$ cat src/rtl/uart_pkg.sv
// Shared types and helpers for the UART receiver: the receive FSM encoding
// and the baud divisor derived from the system clock and line rate.
`timescale 1ns/1ps
package uart_pkg;

    typedef enum logic [2:0] {
        ST_IDLE      = 3'd0,
        ST_START     = 3'd1,
        ST_DATA      = 3'd2,
        ST_STOP      = 3'd3,
        ST_WAIT_IDLE = 3'd4
    } rx_state_t;

    // Integer clocks per bit, truncated.
    function automatic int calc_clks_per_bit(input int sys_clk, input int baud);
        return sys_clk / baud;
    endfunction

endpackage

$ cat src/rtl/uart_sync.sv
// Two-flop synchronizer for a single asynchronous input; both flops reset to
// RESET_VAL so an idle-high line reads as idle straight out of reset.
`timescale 1ns/1ps
module uart_sync #(
    parameter logic RESET_VAL = 1'b1
) (
    input  logic clk,
    input  logic rst_n,
    input  logic d,
    output logic q
);

    logic meta;

    always_ff @(posedge clk or negedge rst_n) begin
        if (!rst_n) begin
            meta <= RESET_VAL;
            q    <= RESET_VAL;
        end else begin
            meta <= d;
            q    <= meta;
        end
    end

endmodule

$ cat src/rtl/uart_rx.sv
// UART receiver: 8N1-style framing with centre-of-bit sampling, one-cycle
// rx_valid / frame_error pulses, and a break-safe wait for the line to idle.
`timescale 1ns/1ps
module uart_rx
    import uart_pkg::*;
#(
    parameter int DATA_BITS = 8,
    parameter int BAUD      = 9600,
    parameter int SYS_CLK   = 12000000
) (
    input  logic                 clk,
    input  logic                 rst_n,
    input  logic                 enable,
    input  logic                 rx_wire,
    output logic [DATA_BITS-1:0] rx_data,
    output logic                 rx_valid,
    output logic                 frame_error,
    output logic                 busy,
    output logic [2:0]           rx_state
);

    localparam int CLKS_PER_BIT = calc_clks_per_bit(SYS_CLK, BAUD);
    localparam int HALF_BIT     = CLKS_PER_BIT / 2;
    localparam int CNT_W        = $clog2(CLKS_PER_BIT);
    localparam int BIT_W        = $clog2(DATA_BITS + 1);

    // Terminal counts: the counter starts at 0, so N counts end at N-1.
    localparam logic [CNT_W-1:0] FULL_LAST = CNT_W'(CLKS_PER_BIT - 1);
    localparam logic [CNT_W-1:0] HALF_LAST = CNT_W'(HALF_BIT - 1);
    localparam logic [BIT_W-1:0] BIT_LAST  = BIT_W'(DATA_BITS - 1);

    rx_state_t              state, state_nxt;
    logic                   rx_s;
    logic [CNT_W-1:0]       cnt;
    logic [BIT_W-1:0]       bit_cnt;
    logic [DATA_BITS-1:0]   shift;
    logic                   half_tick, bit_tick;
    logic                   cnt_clr, sample_bit, valid_set, ferr_set;

    uart_sync #(.RESET_VAL(1'b1)) u_sync (
        .clk   (clk),
        .rst_n (rst_n),
        .d     (rx_wire),
        .q     (rx_s)
    );

    assign half_tick = (cnt == HALF_LAST);
    assign bit_tick  = (cnt == FULL_LAST);

    always_ff @(posedge clk or negedge rst_n) begin
        if (!rst_n) state <= ST_IDLE;
        else        state <= state_nxt;
    end

    always_comb begin
        state_nxt = state;
        if (!enable) begin
            state_nxt = ST_IDLE;
        end else begin
            case (state)
                ST_IDLE:      if (!rx_s) state_nxt = ST_START;
                ST_START:     if (half_tick) state_nxt = rx_s ? ST_IDLE : ST_DATA;
                ST_DATA:      if (bit_tick && bit_cnt == BIT_LAST) state_nxt = ST_STOP;
                ST_STOP:      if (bit_tick) state_nxt = rx_s ? ST_IDLE : ST_WAIT_IDLE;
                ST_WAIT_IDLE: if (rx_s) state_nxt = ST_IDLE;
                default:      state_nxt = ST_IDLE;
            endcase
        end
    end

    // Stop-bit pulses are gated by enable so an abandoned frame never reports.
    always_comb begin
        cnt_clr    = 1'b1;
        sample_bit = 1'b0;
        valid_set  = 1'b0;
        ferr_set   = 1'b0;
        if (enable) begin
            case (state)
                ST_START: cnt_clr = half_tick;
                ST_DATA: begin
                    cnt_clr    = bit_tick;
                    sample_bit = bit_tick;
                end
                ST_STOP: begin
                    cnt_clr   = bit_tick;
                    valid_set = bit_tick && rx_s;
                    ferr_set  = bit_tick && !rx_s;
                end
                default: cnt_clr = 1'b1;
            endcase
        end
    end

    always_ff @(posedge clk or negedge rst_n) begin
        if (!rst_n) begin
            cnt         <= '0;
            bit_cnt     <= '0;
            shift       <= '0;
            rx_data     <= '0;
            rx_valid    <= 1'b0;
            frame_error <= 1'b0;
        end else begin
            cnt         <= cnt_clr ? '0 : cnt + 1'b1;
            rx_valid    <= valid_set;
            frame_error <= ferr_set;
            if (sample_bit) begin
                shift   <= {rx_s, shift[DATA_BITS-1:1]};
                bit_cnt <= bit_cnt + 1'b1;
            end else if (state != ST_DATA) begin
                bit_cnt <= '0;
            end
            if (valid_set) rx_data <= shift;
        end
    end

    assign busy     = (state != ST_IDLE);
    assign rx_state = state;

endmodule

$ cat config.mk
export PLATFORM = sky130hd
export DESIGN_NAME = uart_rx
export DESIGN_NICKNAME = d
export VERILOG_FILES = /design/src/rtl/uart_pkg.sv /design/src/rtl/uart_sync.sv /design/src/rtl/uart_rx.sv
export SDC_FILE = /design/constraint.sdc
export NUM_CORES = 1
export LEC_CHECK = 0
export ABC_AREA = 1
export CAP_MARGIN = 5
export CELL_PAD_IN_SITES_DETAIL_PLACEMENT = 2
export CELL_PAD_IN_SITES_GLOBAL_PLACEMENT = 2
export CORE_ASPECT_RATIO = 0.8
export CORE_MARGIN = 10
export CORE_UTILIZATION = 36
export CTS_BUF_LIST = sky130_fd_sc_hd__clkbuf_8
export CTS_CLUSTER_SIZE = 10
export DETAILED_ROUTE_END_ITERATION = 10
export PLACE_DENSITY_LB_ADDON = 0.1
export SLEW_MARGIN = 20
export SYNTH_ARGS = -nofsm -noshare
export SYNTH_HDL_FRONTEND = slang
export SYNTH_SLANG_ARGS = --single-unit
$ cat constraint.sdc
create_clock -name clk -period 1.8 [get_ports clk]
set_input_delay 0.36 -clock clk [delete_from_list [all_inputs] [get_ports clk]]
set_output_delay 0.36 -clock clk [all_outputs]
set_load 0.005 [all_outputs]
==> results_dict.tcl <==
set metrics [dict create \
    cts-root-buf "clkbuf_8" \
    dp_slack_ns 0.0370 \
    ys_ff_latch 38 \
    fp.coreArea_um2 5410 \
    num_vias 1626 \
    diodes 0 \
    synth_warnings 0 \
    status "complete, no violations" \
    worst_slack_ns 0.0656 \
    finalWirelength_um 5620 \
    crit_path_top_delay_cell "dfrtp_2" \
    nFillCells 616 \
    end_kind "primary output" \
    ys_types 27 \
    final_layout_size_suffix_gt1_share_pct 22.3 \
    max_freq_mhz 577 \
    hp-class "in2async" \
    path_max_fanout 6 \
    dr.pass1.iters 4 \
    slew_headroom_pct 66.4 \
    die_y_um 86.6 \
    power_density_nw_per_um2 875 \
    dp_hpwl_um 4250 \
    grt_antenna_before_repair 0 \
    initial_core_util_pct 36.9 \
    finalSetupViolations 0 \
    period_needed_ns 1.73 \
    peakVddDrop_mv 0.381 \
    seq_area_um2 957 \
    syn_area_um2 1990 \
    insertion_delay_ns 0.30 \
    portBuffers 17 \
    antenna_left 0 \
    pin_count 18 \
    tightest_slew_ns 0.505 \
    worstPathCellList "nor2_4 > nand2_1 > clkdlybuf4s50_1" \
    numCtsBuffers 5 \
    skew_ns 0.00900 \
    ctsHoldBuffers 0 \
    power_leakage_uw 0.00113 \
    final_cell_mix "56 x nand2_1, 35 x inv_1, 33 x dfrtp_1" \
    crit_type "reg2out" \
    first_global_vias 1782 \
    fin_crit_sh_pct 96.4 \
    clk_pin_slew_ns 0.08 \
    syn2layout_area_growth_pct 20.8 \
    die_x_um 103 \
    overflow 0 \
    grt_util_all_layers_pct 13.3 \
    viasPerCell 4.87 \
    fin_area_um2 2410 \
    maxCapViolCount 0 \
    dieArea_um2 8940 \
    grt_pass1_wl_um 9160 \
    syn-instance-count 238 \
    clock_path_buffers 2 \
    finalHoldViolations 0 \
    htree_num_levels 2 \
    drc 0 \
    slowest_delay_ns 0.47 \
    gp_congestion 0.773 \
    cp.required_ns 1.44 \
    slew_violations 0 \
    grt_max_degree 39 \
    tritoncts "yes" \
    placedInstanceArea_um2 2260 \
    wl_per_cell_um 16.8 \
    final_nets 276 \
    final_common_cell "nand2_1" \
    syn_nets 246 \
    avgSynthCellArea_um2 8.38 \
    drt_iter0_markers 35 \
    startpoint_type "flop" \
    arrival_ns 1.37 \
    multi_input_area_um2 875 \
    clock-sinks 38 \
    yosysSeqAreaShare_pct 47.8 \
    fp-row-count 24 \
]
==> routing by layer <==
| metal | part of all wire (%) | track usage [%] | wire (um) | up-vias |
|---|---|---|---|---|
| met3 | 2.9 | 3.90 | 162 | 4 |
| met5 | 0 | 0 | 0 | - |
| li1 | - | - | - | 798 |
| met4 | 1.0 | 3.78 | 59 | 0 |
| met2 | 48 | 20.7 | 2690 | 16 |
| met1 | 48 | 17.4 | 2710 | 808 |
==> where the power goes <==
part / switching (uW) / total (uW) / internal (uW)
combinational: 314 / 530 / 215
clock: 319 / 623 / 304
sequential: 60.0 / 955 / 895
total: 693 / 2110 / 1410
==> cell families after synthesis <==
logic type	synth area share, %
AOI/OAI and AO/OA	8.34
xor gates and xnor gates	2.20
adders and majority gates	2.51
buffers and inverters	8.85
DFF	47.8
and+or+nand+nor	30.3
==> cell type report <==
class,count,area share (%)
timing repair buffer,26,10.7
inverter,39,6.08
clock buffer,6,3.43
sequential,38,39.7
clock inverter,2,0.364
multi-input combinational,158,36.3
tap,65,3.38
==> final timing paths <==
kind,cells past startpoint,slack (ns),endpoint,start
setup / recovery,3,0.07,busy,rx_state[0]
hold / removal,2,0.11,cnt[2],rst_n
setup reg to reg,11,0.16,bit_cnt[2],cnt[1]
hold reg to reg,0,0.37,u_sync.q,u_sync.meta
max in group asynchronous,2,1.31,rx_state[2],rst_n
min in group clk,0,0.37,u_sync.q,u_sync.meta
==> synth_stat cells <==
cell type	instances	area [um^2]
a21oi_1	4	20.0
and3_1	1	6.26
buf_4	1	7.51
buf_6	2	22.5
dfrtp_1	36	901
dfstp_2	2	52.6
ha_1	4	50.1
inv_1	34	128
inv_2	5	18.8
nand2_1	56	210
nand2_2	5	31.3
nand2_4	1	11.3
nand3_1	13	65.1
nand3_2	2	20.0
nand3_4	1	17.5
nand4_1	6	37.5
nor2_1	30	113
nor2_2	3	18.8
nor2_4	2	22.5
nor3_1	5	25.0
nor3_2	1	10.0
nor3_4	1	16.3
o21ai_0	2	10.0
o21ai_1	1	5.00
o21ai_2	15	131
xnor2_1	1	8.76
xor2_1	4	35.0
==> sequential cells by signal (all words and copies together) (netlist names), 3 cells and up <==
register  count
bit_cnt       4
cnt          11
rx_data       8
rx_state      3
shift         8
==> critical path: cells and delay by family (launching register included) <==
kind	cells	cell delay [ns]
buffers and inverters	1	0.44
flip-flops	1	0.47
AND/OR/NAND/NOR	2	0.16
==> what timing repair did <==
action                                  in CTS  in global routing
pin swaps                                    0                  1
resized for setup                            3                  3
buffers inserted                             0                  4
endpoints found under the setup margin       1                 11
==> stage by stage <==
stage                     setup TNS (ns)  total power [uW]  hold WS [ns]  util [%]  cells
final                                  0              2110         0.111      44.6    334
after CTS                              0              2100         0.130      43.6    330
after global routing           -0.000349              2240         0.138      44.6    334
after floorplan                        0              1230        0.0644         -    238
after global placement                 0              1450         0.350      41.8    322
after detailed placement               0              1460         0.355      41.8    322
No activity file was read; power rests on OpenSTA's default activity.
